===== config.mk =====
export PLATFORM = sky130hd
export DESIGN_NAME = uart_tx_arbiter
export DESIGN_NICKNAME = d
export VERILOG_FILES = /design/src/rtl/uart_tx_arbiter.sv
export SDC_FILE = /design/constraint.sdc
export NUM_CORES = 1
export LEC_CHECK = 0
export CORE_MARGIN = 3
export CORE_UTILIZATION = 45
export DETAILED_ROUTE_END_ITERATION = 16
export DONT_BUFFER_PORTS = 1
export GPL_TIMING_DRIVEN = 0
export SLEW_MARGIN = 20
export SYNTH_ARGS = -nofsm -noshare
export SYNTH_HDL_FRONTEND = slang
export SYNTH_SLANG_ARGS = --single-unit

===== constraint.sdc =====
create_clock -name clock_i -period 2 [get_ports clock_i]
set_input_delay 0.4 -clock clock_i [delete_from_list [all_inputs] [get_ports clock_i]]
set_output_delay 0.4 -clock clock_i [all_outputs]
set_load 0.1 [all_outputs]

===== src/rtl/uart_tx_arbiter.sv =====
// Round-robin arbiter that shares one UART transmitter among NUM_REQ byte
// requesters, with a watchdog on the transmitter's completion pulse.
module uart_tx_arbiter #(
  parameter int NUM_REQ = 4,
  parameter int TIMEOUT = 20000,
  parameter int IDX_W   = 2
) (
  input  logic                   clock_i,
  input  logic                   reset_i,
  input  logic [NUM_REQ-1:0]     req_i,
  input  logic [8*NUM_REQ-1:0]   req_data_i,
  output logic [NUM_REQ-1:0]     ack_o,
  output logic [NUM_REQ-1:0]     done_o,
  output logic [7:0]             tx_data_o,
  output logic                   tx_ready_o,
  input  logic                   tx_done_i,
  output logic                   busy_o,
  output logic [IDX_W-1:0]       owner_o,
  output logic                   timeout_err_o,
  input  logic                   err_clear_i
);

  localparam int WD_W = (TIMEOUT > 2) ? $clog2(TIMEOUT) : 1;
  localparam logic [WD_W-1:0]  WD_MAX   = WD_W'(TIMEOUT - 1);
  localparam logic [IDX_W-1:0] LAST_IDX = IDX_W'(NUM_REQ - 1);

  typedef enum logic [2:0] {
    IDLE,
    LOAD,
    START,
    WAIT,
    RELEASE
  } state_e;

  state_e           state_q, state_d;
  logic [IDX_W-1:0] owner_q, owner_d;
  logic [IDX_W-1:0] ptr_q, ptr_d;
  logic [7:0]       tx_data_q, tx_data_d;
  logic [WD_W-1:0]  wd_q, wd_d;
  logic             err_q, err_d;

  logic             wd_expired;
  logic             timeout_hit;
  logic             grant_found;
  logic [IDX_W-1:0] grant_idx;
  logic [IDX_W-1:0] cand;
  logic [7:0]       owner_byte;

  assign wd_expired  = (wd_q == WD_MAX);
  // tx_done takes priority over an expiring watchdog in the same cycle
  assign timeout_hit = (state_q == WAIT) && !tx_done_i && wd_expired;

  // First pending requester at or after the round-robin pointer
  always_comb begin
    grant_found = 1'b0;
    grant_idx   = '0;
    cand        = '0;
    for (int k = 0; k < NUM_REQ; k++) begin
      cand = IDX_W'((int'(ptr_q) + k) % NUM_REQ);
      if (!grant_found && req_i[cand]) begin
        grant_found = 1'b1;
        grant_idx   = cand;
      end
    end
  end

  always_comb begin
    owner_byte = '0;
    for (int i = 0; i < NUM_REQ; i++) begin
      if (owner_q == IDX_W'(i)) begin
        owner_byte = req_data_i[8*i +: 8];
      end
    end
  end

  always_ff @(posedge clock_i or posedge reset_i) begin
    if (reset_i) begin
      state_q <= IDLE;
    end else begin
      state_q <= state_d;
    end
  end

  always_comb begin
    state_d = state_q;
    unique case (state_q)
      IDLE:    if (|req_i) state_d = LOAD;
      LOAD:    state_d = START;
      START:   state_d = WAIT;
      WAIT:    if (tx_done_i || wd_expired) state_d = RELEASE;
      RELEASE: state_d = IDLE;
      default: state_d = IDLE;
    endcase
  end

  always_comb begin
    ack_o      = '0;
    done_o     = '0;
    tx_ready_o = 1'b0;
    busy_o     = (state_q != IDLE);
    unique case (state_q)
      LOAD:    ack_o      = NUM_REQ'(1) << owner_q;
      START:   tx_ready_o = 1'b1;
      RELEASE: done_o     = NUM_REQ'(1) << owner_q;
      default: ;
    endcase
  end

  always_comb begin
    owner_d   = owner_q;
    ptr_d     = ptr_q;
    tx_data_d = tx_data_q;
    wd_d      = wd_q;
    err_d     = err_q;
    if (state_q == IDLE && grant_found) begin
      owner_d = grant_idx;
    end
    if (state_q == LOAD) begin
      tx_data_d = owner_byte;
    end
    if (state_q == START) begin
      wd_d = '0;
    end else if (state_q == WAIT && !tx_done_i && !wd_expired) begin
      wd_d = wd_q + 1'b1;
    end
    if (state_q == RELEASE) begin
      ptr_d = (owner_q == LAST_IDX) ? '0 : owner_q + 1'b1;
    end
    // A timeout in the same cycle as err_clear leaves the flag set
    if (timeout_hit) begin
      err_d = 1'b1;
    end else if (err_clear_i) begin
      err_d = 1'b0;
    end
  end

  always_ff @(posedge clock_i or posedge reset_i) begin
    if (reset_i) begin
      owner_q   <= '0;
      ptr_q     <= '0;
      tx_data_q <= '0;
      wd_q      <= '0;
      err_q     <= 1'b0;
    end else begin
      owner_q   <= owner_d;
      ptr_q     <= ptr_d;
      tx_data_q <= tx_data_d;
      wd_q      <= wd_d;
      err_q     <= err_d;
    end
  end

  assign tx_data_o     = tx_data_q;
  assign owner_o       = owner_q;
  assign timeout_err_o = err_q;

endmodule

==> flow_metrics.env <==
export IMPL_worst_ep_required_time_ps=1600
export IMPL_synth_edf_count=0
export IMPL_root_buffer="clkbuf_8"
export IMPL_wl_per_cell_um=17.5
export IMPL_violations="negative setup slack"
export IMPL_path_clk_slew_ps=70
export IMPL_hold_path_class="input pin to asynchronous set/reset pin"
export IMPL_clock_sinks=31
export IMPL_mostFrequentLayoutCells="dfrtp_1 (27), nand2_1 (25), nor2_1 (19)"
export IMPL_postLayoutCoreUtil=0.577
export IMPL_grt_pass1_vias=1670
export IMPL_place_congestion=0.940
export IMPL_synth_flop_cell="dfrtp_1"
export IMPL_power_leakage_nw=1.01
export IMPL_setup_violations=5
export IMPL_overflow=0
export IMPL_critPathTopFamily="flip-flops"
export IMPL_synth_cell_types=45
export IMPL_syn_to_final_growth_pct=22.2
export IMPL_synth_top_area_cell="dfrtp_1"
export IMPL_drive_gt1_frac=0.240
export IMPL_setup_tns_ps=-168
export IMPL_synthCells=218
export IMPL_power_mw=4.19
export IMPL_vias=1697
export IMPL_vias_per_cell=6.08
export IMPL_yosysWarnings=0
export IMPL_critical_path_buf_inv_count=2
export IMPL_p_per_area_nw_per_um2=1800
export IMPL_dp_hpwl_um=3500
export IMPL_slew_viol_final=0
export IMPL_multiInputGateArea_um2=1160
export IMPL_critPathLaunchType="flop"
export IMPL_final_common_cell="dfrtp_1"
export IMPL_start_util=0.472
export IMPL_cts_buffers=5
export IMPL_drt_total_wl_um=4870
export IMPL_antenna_found_initial=0
export IMPL_synth_area_um2=1900
export IMPL_max_vdd_ir_drop_v=0.00104
export IMPL_regArea_um2=786
export IMPL_hold_buffers=0
export IMPL_cp_data_arrival_time_ps=1690
export IMPL_finalInstanceArea_um2=2330
export IMPL_status="finished, violations left"
export IMPL_grt_max_degree=32
export IMPL_antenna_cells=0
export IMPL_worstMarginPinSlew_ps=923
export IMPL_worst_slack_ps=-94.2
export IMPL_finalHoldViolCount=0
export IMPL_die_h_um=71.0
export IMPL_synth_area_leaders="dfrtp_1 (41%), nand2_1 (4.9%), nor2_1 (3.9%)"
export IMPL_fmax_mhz=478
export IMPL_grt_pass1_wl_um=8220
export IMPL_synth_async_sr_flop_share=1.00
export IMPL_syn_area_per_cell_um2=8.73
export IMPL_cts_max_level=2
export IMPL_insertion_delay_ps=290
export IMPL_cp_slowest_cell="dfrtp_4"
export IMPL_cp_max_fo=6
export IMPL_core_area_um2=4030
export IMPL_postRouteAntennaNets=0
export IMPL_drc_errors=0
export IMPL_period_needed_ps=2090
export IMPL_grt_setup_unrepaired="true"
export IMPL_worstPathCellList="inv_4 > buf_6 > ha_4 > and3_4"
export IMPL_synth_nets=263
export IMPL_grtUsageTotal=0.206
export IMPL_ys_seq_area_frac=0.408
export IMPL_placed_area_um2=2020
export IMPL_post_route_period_util=1.05
export IMPL_io_buffers=0
export IMPL_hold_slack_ps=78.2
export IMPL_num_rows=23
export IMPL_first_pass_iters=4
export IMPL_cts_tree="yes"
export IMPL_die_area_um2=5050
export IMPL_cp_slowest_stage_delay_ps=660
export IMPL_die_w_um=71.0
export IMPL_ios=61
export IMPL_path_class="flop to output port"
export IMPL_synth_ff_latch_count=31
export IMPL_finalClockSkew_ps=6.08
export IMPL_drt_initial_drc_count=142
export IMPL_fin_nets=273
export IMPL_endpoint_kind="output port"
export IMPL_synth_top_area_frac=0.408
export IMPL_slew_headroom=0.385
export IMPL_drv_cap=0
export IMPL_clockBufferDepth=2
export IMPL_fillers=369
repair_timing:
item	CTS	global route
endpoints found under the setup margin	13	15
pin swaps	7	3
setup buffers	8	2
endpoints found under the hold margin	0	0
resized for setup	35	12
cell families after synthesis:
logic type      synth area share
fa+ha+maj                 0.0329
xor+xnor                  0.0138
flops                      0.408
buf+inv                   0.0539
mux                       0.0217
simple gates               0.270
compound gates             0.200
power breakdown:
group	switching [mW]	internal, mW
Clock	0.244	0.403
Sequential	0.954	0.802
Combinational	1.09	0.698
worst paths after layout:
| path | startpoint | to | slack [ps] | cells after the start |
|---|---|---|---|---|
| setup / recovery | owner_o[0]$_DFFE_PP0P_ | done_o[0] | -90 | 4 |
| hold / removal | reset_i | wd_q[5]$_DFFE_PP0P_ | 80 | 1 |
| setup reg to reg | state_q[2]$_DFFE_PP0P_ | wd_q[7]$_DFFE_PP0P_ | 40 | 5 |
| hold reg to reg | wd_q[11]$_DFFE_PP0P_ | wd_q[11]$_DFFE_PP0P_ | 470 | 1 |
| max in group asynchronous | reset_i | owner_o[0]$_DFFE_PP0P_ | 1440 | 1 |
| min in group clock_i | err_clear_i | timeout_err_o$_DFFE_PP0P_ | 200 | 1 |
flip-flops by register name, summed over array words and instances, names as in the netlist:
signal         flops
state_q            3
wd_q              15
timeout_err_o      1
tx_data_o          8
owner_o            2
ptr_q              2
area by class of cell:
class	count	share of cell area
inverters	14	0.0301
well taps	50	0.0269
clock buffers	6	0.0355
multi-input cells	160	0.497
repair buffers	10	0.0339
flip-flops and latches	31	0.338
plain buffers	6	0.0237
clock inverters	2	0.0151
through the flow:
step	cells	worst slack, ps
2_1_floorplan	218	3.29
3_3_place_gp	268	-139
3_5_place_dp	268	-180
4_1_cts	280	-197
5_1_grt	279	-145
6_report	279	-94.2
Yosys cell counts (all sizes together), types with 2 or more instances:
cell type,instances
and4,3
a21oi,8
nand2,25
nand2b,4
dfrtp,31
a31o,2
and2,5
or4,3
and3,5
o31ai,3
nand3,6
o21a,2
a221oi,8
nor2,20
mux2i,3
o21ai,4
ha,5
nor4b,2
or3,2
xnor2,2
nor4,3
nor3,2
a211o,8
nor2b,8
inv,13
nand4,4
a31oi,9
clkbuf,12
per-layer routing:
layer	share of wire	vias to the layer above	global-route usage
li1	-	815	-
met1	0.45	824	0.272
met2	0.47	48	0.317
met3	0.060	10	0.0653
met4	0.019	0	0.0752
met5	0	-	0
(Power assumes the default switching activity.)
